File: config.mk
export PLATFORM = sky130hd
export DESIGN_NAME = sprite_motion_engine
export DESIGN_NICKNAME = d
export VERILOG_FILES = /design/src/rtl/sprite_motion_engine.sv
export SDC_FILE = /design/constraint.sdc
export NUM_CORES = 1
export LEC_CHECK = 0
export CAP_MARGIN = 20
export CORE_MARGIN = 2
export CORE_UTILIZATION = 60
export CTS_CLUSTER_DIAMETER = 80
export DETAILED_ROUTE_END_ITERATION = 10
export PLACE_DENSITY = 0.83
export SYNTH_ARGS = -nofsm -noshare
export SYNTH_HDL_FRONTEND = slang
export SYNTH_SLANG_ARGS = --single-unit
File: constraint.sdc
create_clock -name clk -period 9.05 [get_ports clk]
set_input_delay 0.905 -clock clk [delete_from_list [all_inputs] [get_ports clk]]
set_output_delay 0.905 -clock clk [all_outputs]
set_load 0.1 [all_outputs]
File: src/rtl/sprite_motion_engine.sv
`timescale 1ns/1ps
`default_nettype none
// ---------------------------------------------------------------------------
// sprite_motion_engine: per-tick X/frame/direction updater for N sprite
// records held in a single-port sprite RAM.          Revision: 1.0
// ---------------------------------------------------------------------------
module sprite_motion_engine #(
  parameter int DATA_WIDTH  = 16,
  parameter int ADDR_WIDTH  = 16,
  parameter int NUM_SPRITES = 4,
  parameter int BASE_ADDR   = 'h1000,
  parameter int STRIDE      = 4,
  parameter int TICK_COUNT  = 12500000,
  parameter int X_MIN       = 0,
  parameter int X_MAX       = 500,
  parameter int NUM_FRAMES  = 4
) (
  input  logic                  clk,
  input  logic                  reset,
  input  logic                  enable_i,
  input  logic [DATA_WIDTH-1:0] data_in_i,
  output logic [ADDR_WIDTH-1:0] addr_o,
  output logic [DATA_WIDTH-1:0] data_out_o,
  output logic                  we_o,
  output logic                  busy_o,
  output logic                  pass_done_o,
  output logic                  overrun_o
);

  localparam int CNT_W = (TICK_COUNT > 1) ? $clog2(TICK_COUNT) : 1;
  localparam int IDX_W = (NUM_SPRITES > 1) ? $clog2(NUM_SPRITES) : 1;
  localparam int XW    = DATA_WIDTH + 1;
  localparam int B_ACT = 15;
  localparam int B_DIR = 14;
  localparam int B_BNC = 13;

  localparam logic [CNT_W-1:0]      TICK_LAST = CNT_W'(TICK_COUNT - 1);
  localparam logic [IDX_W-1:0]      IDX_LAST  = IDX_W'(NUM_SPRITES - 1);
  localparam logic [XW-1:0]         X_MIN_W   = XW'(X_MIN);
  localparam logic [XW-1:0]         X_MAX_W   = XW'(X_MAX);
  localparam logic [DATA_WIDTH-1:0] X_MIN_D   = DATA_WIDTH'(X_MIN);
  localparam logic [DATA_WIDTH-1:0] X_MAX_D   = DATA_WIDTH'(X_MAX);
  localparam logic [DATA_WIDTH-1:0] NF_D      = DATA_WIDTH'(NUM_FRAMES);
  localparam logic [DATA_WIDTH-1:0] F_TOP     = DATA_WIDTH'(NUM_FRAMES - 1);
  localparam logic [DATA_WIDTH-1:0] F_ONE     = DATA_WIDTH'(1);
  localparam logic [DATA_WIDTH-1:0] DIR_MASK  = DATA_WIDTH'(1) << B_DIR;

  typedef enum logic [2:0] {
    S_IDLE    = 3'd0,
    S_FETCH_C = 3'd1,
    S_LOAD_C  = 3'd2,
    S_FETCH_X = 3'd3,
    S_SAVE_X  = 3'd4,
    S_FETCH_F = 3'd5,
    S_SAVE_F  = 3'd6,
    S_WRITE_C = 3'd7
  } state_t;

  state_t                  state_q, state_d;
  logic [CNT_W-1:0]        cnt_q;
  logic                    pending_q, pending_d;
  logic                    overrun_q, overrun_d;
  logic [IDX_W-1:0]        idx_q, idx_d;
  logic [DATA_WIDTH-1:0]   ctrl_q, ctrl_d;
  logic                    hit_q, hit_d;
  logic [NUM_SPRITES-1:0]  up_q, up_d;

  logic                    w_tick, w_tick_acc, w_advance;
  logic [ADDR_WIDTH-1:0]   w_rec;
  logic [XW-1:0]           w_x, w_speed, w_sum, w_left_lim;
  logic [DATA_WIDTH-1:0]   w_x_new, w_f_new;
  logic                    w_x_hit, w_up_cur, w_up_new;

  assign w_tick     = (cnt_q == TICK_LAST);
  assign w_tick_acc = w_tick & enable_i;
  assign w_rec      = ADDR_WIDTH'(BASE_ADDR) + ADDR_WIDTH'(idx_q) * ADDR_WIDTH'(STRIDE);
  assign overrun_o  = overrun_q;

  // X arithmetic is one bit wider than the data so the bound tests cannot wrap
  assign w_x        = {1'b0, data_in_i};
  assign w_speed    = XW'(ctrl_q[3:0]);
  assign w_sum      = w_x + w_speed;
  assign w_left_lim = X_MIN_W + w_speed;

  always_comb begin
    w_x_hit = 1'b0;
    w_x_new = data_in_i;
    if (w_speed != '0) begin
      if (!ctrl_q[B_DIR]) begin
        if (w_sum >= X_MAX_W) begin
          w_x_hit = 1'b1;
          w_x_new = X_MAX_D;
        end else begin
          w_x_new = w_sum[DATA_WIDTH-1:0];
        end
      end else if (w_x < w_left_lim) begin
        w_x_hit = 1'b1;
        w_x_new = X_MIN_D;
      end else begin
        w_x_new = data_in_i - DATA_WIDTH'(ctrl_q[3:0]);
      end
    end
  end

  assign w_up_cur = up_q[idx_q];

  always_comb begin
    w_f_new  = F_ONE;
    w_up_new = w_up_cur;
    if (hit_q && !ctrl_q[B_BNC]) begin
      w_f_new = '0;
    end else if (data_in_i == '0 || data_in_i >= NF_D) begin
      w_f_new  = F_ONE;
      w_up_new = 1'b1;
    end else if (w_up_cur) begin
      w_f_new  = data_in_i + F_ONE;
      w_up_new = (w_f_new != F_TOP);
    end else begin
      w_f_new  = data_in_i - F_ONE;
      w_up_new = (w_f_new == F_ONE);
    end
  end

  always_comb begin
    state_d     = state_q;
    idx_d       = idx_q;
    ctrl_d      = ctrl_q;
    hit_d       = hit_q;
    up_d        = up_q;
    pending_d   = pending_q;
    overrun_d   = overrun_q;
    addr_o      = ADDR_WIDTH'(BASE_ADDR);
    data_out_o  = '0;
    we_o        = 1'b0;
    busy_o      = (state_q != S_IDLE);
    pass_done_o = 1'b0;
    w_advance   = 1'b0;

    if (busy_o && w_tick_acc) begin
      pending_d = 1'b1;
      if (pending_q) overrun_d = 1'b1;
    end

    case (state_q)
      S_IDLE: begin
        idx_d = '0;
        if (w_tick_acc) state_d = S_FETCH_C;
      end
      S_FETCH_C: begin
        addr_o  = w_rec + ADDR_WIDTH'(3);
        state_d = S_LOAD_C;
      end
      S_LOAD_C: begin
        addr_o = w_rec + ADDR_WIDTH'(3);
        ctrl_d = data_in_i;
        hit_d  = 1'b0;
        if (data_in_i[B_ACT]) state_d = S_FETCH_X;
        else                  w_advance = 1'b1;
      end
      S_FETCH_X: begin
        addr_o  = w_rec;
        state_d = S_SAVE_X;
      end
      S_SAVE_X: begin
        addr_o     = w_rec;
        we_o       = 1'b1;
        data_out_o = w_x_new;
        hit_d      = w_x_hit;
        state_d    = S_FETCH_F;
      end
      S_FETCH_F: begin
        addr_o  = w_rec + ADDR_WIDTH'(2);
        state_d = S_SAVE_F;
      end
      S_SAVE_F: begin
        addr_o      = w_rec + ADDR_WIDTH'(2);
        we_o        = 1'b1;
        data_out_o  = w_f_new;
        up_d[idx_q] = w_up_new;
        if (hit_q && ctrl_q[B_BNC]) state_d = S_WRITE_C;
        else                        w_advance = 1'b1;
      end
      S_WRITE_C: begin
        addr_o     = w_rec + ADDR_WIDTH'(3);
        we_o       = 1'b1;
        data_out_o = ctrl_q ^ DIR_MASK;
        w_advance  = 1'b1;
      end
      default: state_d = S_IDLE;
    endcase

    // A tick landing on the final cycle chains straight into the next pass
    if (w_advance) begin
      if (idx_q == IDX_LAST) begin
        pass_done_o = 1'b1;
        idx_d       = '0;
        if (pending_q || w_tick_acc) begin
          state_d   = S_FETCH_C;
          pending_d = pending_q && w_tick_acc;
        end else begin
          state_d   = S_IDLE;
        end
      end else begin
        idx_d   = idx_q + IDX_W'(1);
        state_d = S_FETCH_C;
      end
    end
  end

  always_ff @(posedge clk) begin
    if (reset) begin
      state_q   <= S_IDLE;
      cnt_q     <= '0;
      pending_q <= 1'b0;
      overrun_q <= 1'b0;
      idx_q     <= '0;
      ctrl_q    <= '0;
      hit_q     <= 1'b0;
      up_q      <= '1;
    end else begin
      state_q   <= state_d;
      cnt_q     <= w_tick ? '0 : cnt_q + CNT_W'(1);
      pending_q <= pending_d;
      overrun_q <= overrun_d;
      idx_q     <= idx_d;
      ctrl_q    <= ctrl_d;
      hit_q     <= hit_d;
      up_q      <= up_d;
    end
  end

endmodule

`default_nettype wire

==> metrics.txt <==
outcome finished clean; CTS tree yes; internal power 0.000362 W; largest net degree at the start of global routing 24; FMAX between 0.15 and 0.2 GHz; Post-synth EDFFs 0; Switching Fraction around 27%; final setup fails 0; Skew-Pair Late Insertion Delay about 300 ps; Top FF cell, synth dfxtp_1; Rel. slew slack about a quarter; layout net count 620; initial antenna violation count 0; fin crit share approximately 70%; max-cap viol count 0; total negative slack 0 ps; register area share after synthesis roughly a quarter; DRT antenna net count 0; crit path capture data_out_o[3]; Die ar. about 7600 sq um; Post-Place Cell Area 4450 sq um; Netlist cell types 66; VDD IR-drop max roughly 0.14 mV; Worst Tran Pin Value roughly 1100 ps; Routed WL between 10000 and 15000 microns; Fin. Hold Viols 0; Flop pwr share 46.2%; Clock Tree Root clkbuf_8; crit path max fanout 14; Syn Inst Count 571; CP Capture Type output port; Clk pin slew, worst setup/hold paths approximately 100 ps; die height approximately 87 microns; width of the die 87.0 microns; Setup Buffers After CTS 0; Hold Buf Count CTS 0; mapped cell area just over 4000 sq um; initial core utilization about three fifths; number of global-route vias before repair ~3800; crit path launch data_in_i[1]; Setup CP Type primary input to output port; layout filler cell count 597; GRT Util Overall between 20% and 30%; Pwr Density ~110 nW/um^2; layout cells sized above 1 4.30%; synth warn 0; DR iter-0 viols ~520; Critical Path AT roughly 5400 ps; I/O pin cnt 55; R2R depth 9; cts bufs inserted 5; compound-gate portion of the synthesized area 20.8%; Residual DRC 0; R2R setup slack between 6000 and 7000 ps; Gate power share 15.6%; Detailed Place HPWL 8430 microns; clock sink count 52; Layout area overhead 11.1%; worst endpoint required time ~8200 ps; n_diodes 0; Clock Power Share between 30% and 40%; DR WL/cell ~17 microns; Vias per Instance 6.26; H-tree depth 2; Synth Register Bits between 50 and 60; num rows 30; asr flop ratio synth 0%; drt first pass iters 6; min Tclk post-route approximately 6300 ps; Synth Area per Inst between 7 and 8 sq um; CORE AREA between 6000 and 7000 sq um; Simple-Gate Fraction of Synth Area 28.4%; design area 4590 sq um; Final Skew just under 9 ps; worst reg2reg path endpoint hit_q; P_sw 0.000137 W; Hold WC Path Type flop to flop; post-synthesis adder-cell area fraction ~6.4%; Reg-to-Reg Start ctrl_q[2]; mux share of post-synthesis cell area under 10%; register area ~1000 sq um; P_leak roughly 1.7 nW; via count ~4100; port bufs 42; first-pass GRT wire length between 15000 and 20000 microns; post-cts repair resize count 0; RSZ-0062 raised after global routing no; largest family of logic cells by synthesized area simple AND/OR/NAND/NOR gates; Routability Congestion a little under 1; maximum clock path buffer count 2; xor/xnor cell area share of the yosys netlist slightly below 9%; GRT overflow 0; Final Max Tran Viols 0; critical path launch point type primary input; multi-input logic area between 2000 and 3000 sq um
worst max-delay path: stages:
cell	delay (ps)
clkdlybuf4s50_1	810
inv_1	190
fa_1	500
nor3_1	270
o311ai_1	210
o32ai_1	370
nand3_1	190
nor3_2	430
a21oi_1	140
o221ai_1	210
clkdlybuf4s50_1	1180
metrics by stage:
step	setup WS [ps]	total power (W)	util (%)	hold WS, ps	cells
2_1_floorplan	3450	0.000298	-	430	581
3_3_place_gp	2850	0.000312	66.2	445	654
3_5_place_dp	2820	0.000313	66.2	448	654
4_1_cts	2800	0.000502	68.3	463	662
5_1_grt	2490	0.000518	68.3	474	662
6_report	2740	0.000499	68.3	464	662
per-layer routing:
metal  wire [microns]  GRT usage [%]  up-vias
met3              651           2.37       21
met2             5520           51.2      171
met4              221           10.4        0
met1             4830           39.3     1949
met5                0              0        -
li1                 -              -     2004
cell families after synthesis:
family / count (synthesis)
compound gates: 132
xor+xnor: 41
fa+ha+maj: 20
buf+inv: 72
flops: 52
mux: 8
other cells: 2
simple gates: 244
worst min path at each step:
stage | cells past startpoint | slack [ps] | end | from
5_1_grt | 2 | 470 | ctrl_q[15] | ctrl_q[15]
3_3_place_gp | 2 | 440 | ctrl_q[6] | ctrl_q[6]
4_1_cts | 2 | 460 | ctrl_q[10] | ctrl_q[10]
2_1_floorplan | 1 | 430 | cnt_q[0] | cnt_q[0]
3_5_place_dp | 2 | 450 | ctrl_q[10] | ctrl_q[10]
6_report | 2 | 460 | ctrl_q[10] | ctrl_q[10]
cell type report:
type                    count  share of cell area [%]
clock buffers               5                    1.50
clock inverters             3                    1.50
inverters                  21                    1.72
multi-input cells         457                    60.9
flip-flops and latches     52                    22.7
well taps                  80                    2.18
repair buffers             44                    9.49
power groups by stage:
stage               clock network (W)  registers [W]   logic, W
finish                       0.000190       0.000231  0.0000779
global route                 0.000204       0.000231  0.0000833
CTS                          0.000194       0.000231  0.0000769
detailed placement                  0       0.000236  0.0000764
global placement                    0       0.000236  0.0000763
floorplan                           0       0.000236  0.0000621
layout by cell type (no fill, tap or decap), types with 20 or more instances in the layout:
cell type	synthesis	routed
clkdlybuf4s50_1	0	42
xnor2_1	21	21
dfxtp_1	52	52
nand2_1	77	77
nor2_1	65	65
o21ai_0	28	28
nor3_1	20	20
a21oi_1	39	39
inv_1	21	21
xor2_1	20	20
nand3_1	26	26
synthesized netlist by cell type, types with 3 or more instances:
master / instances / area share, %
nand2_1: 77 / 7.0
nor2_1: 65 / 5.9
dfxtp_1: 52 / 25
a21oi_1: 39 / 4.7
clkbuf_1: 33 / 3.0
o21ai_0: 28 / 3.4
nand3_1: 26 / 3.2
inv_1: 21 / 1.9
xnor2_1: 21 / 4.5
nor3_1: 20 / 2.4
xor2_1: 20 / 4.2
ha_1: 18 / 5.5
and3_1: 13 / 2.0
buf_4: 12 / 2.2
o211ai_1: 8 / 1.5
a31oi_1: 7 / 1.1
mux2i_1: 7 / 1.7
o31ai_1: 7 / 1.3
a22oi_1: 5 / 0.91
nand4_1: 5 / 0.76
nor4_1: 5 / 0.76
or2_2: 5 / 0.76
a221o_1: 4 / 0.97
nor2b_1: 4 / 0.61
a211o_1: 3 / 0.64
a21o_1: 3 / 0.55
buf_1: 3 / 0.27
nand4b_1: 3 / 0.64
nor3b_1: 3 / 0.55
o41ai_1: 3 / 0.64
or4_1: 3 / 0.55
flip-flops by register name, indices dropped and copies added (netlist names):
signal     flops
cnt_q         24
ctrl_q        16
up_q           4
state_q        3
idx_q          2
hit_q          1
overrun_o      1
pending_q      1
Power figures use the tool's default switching activity.
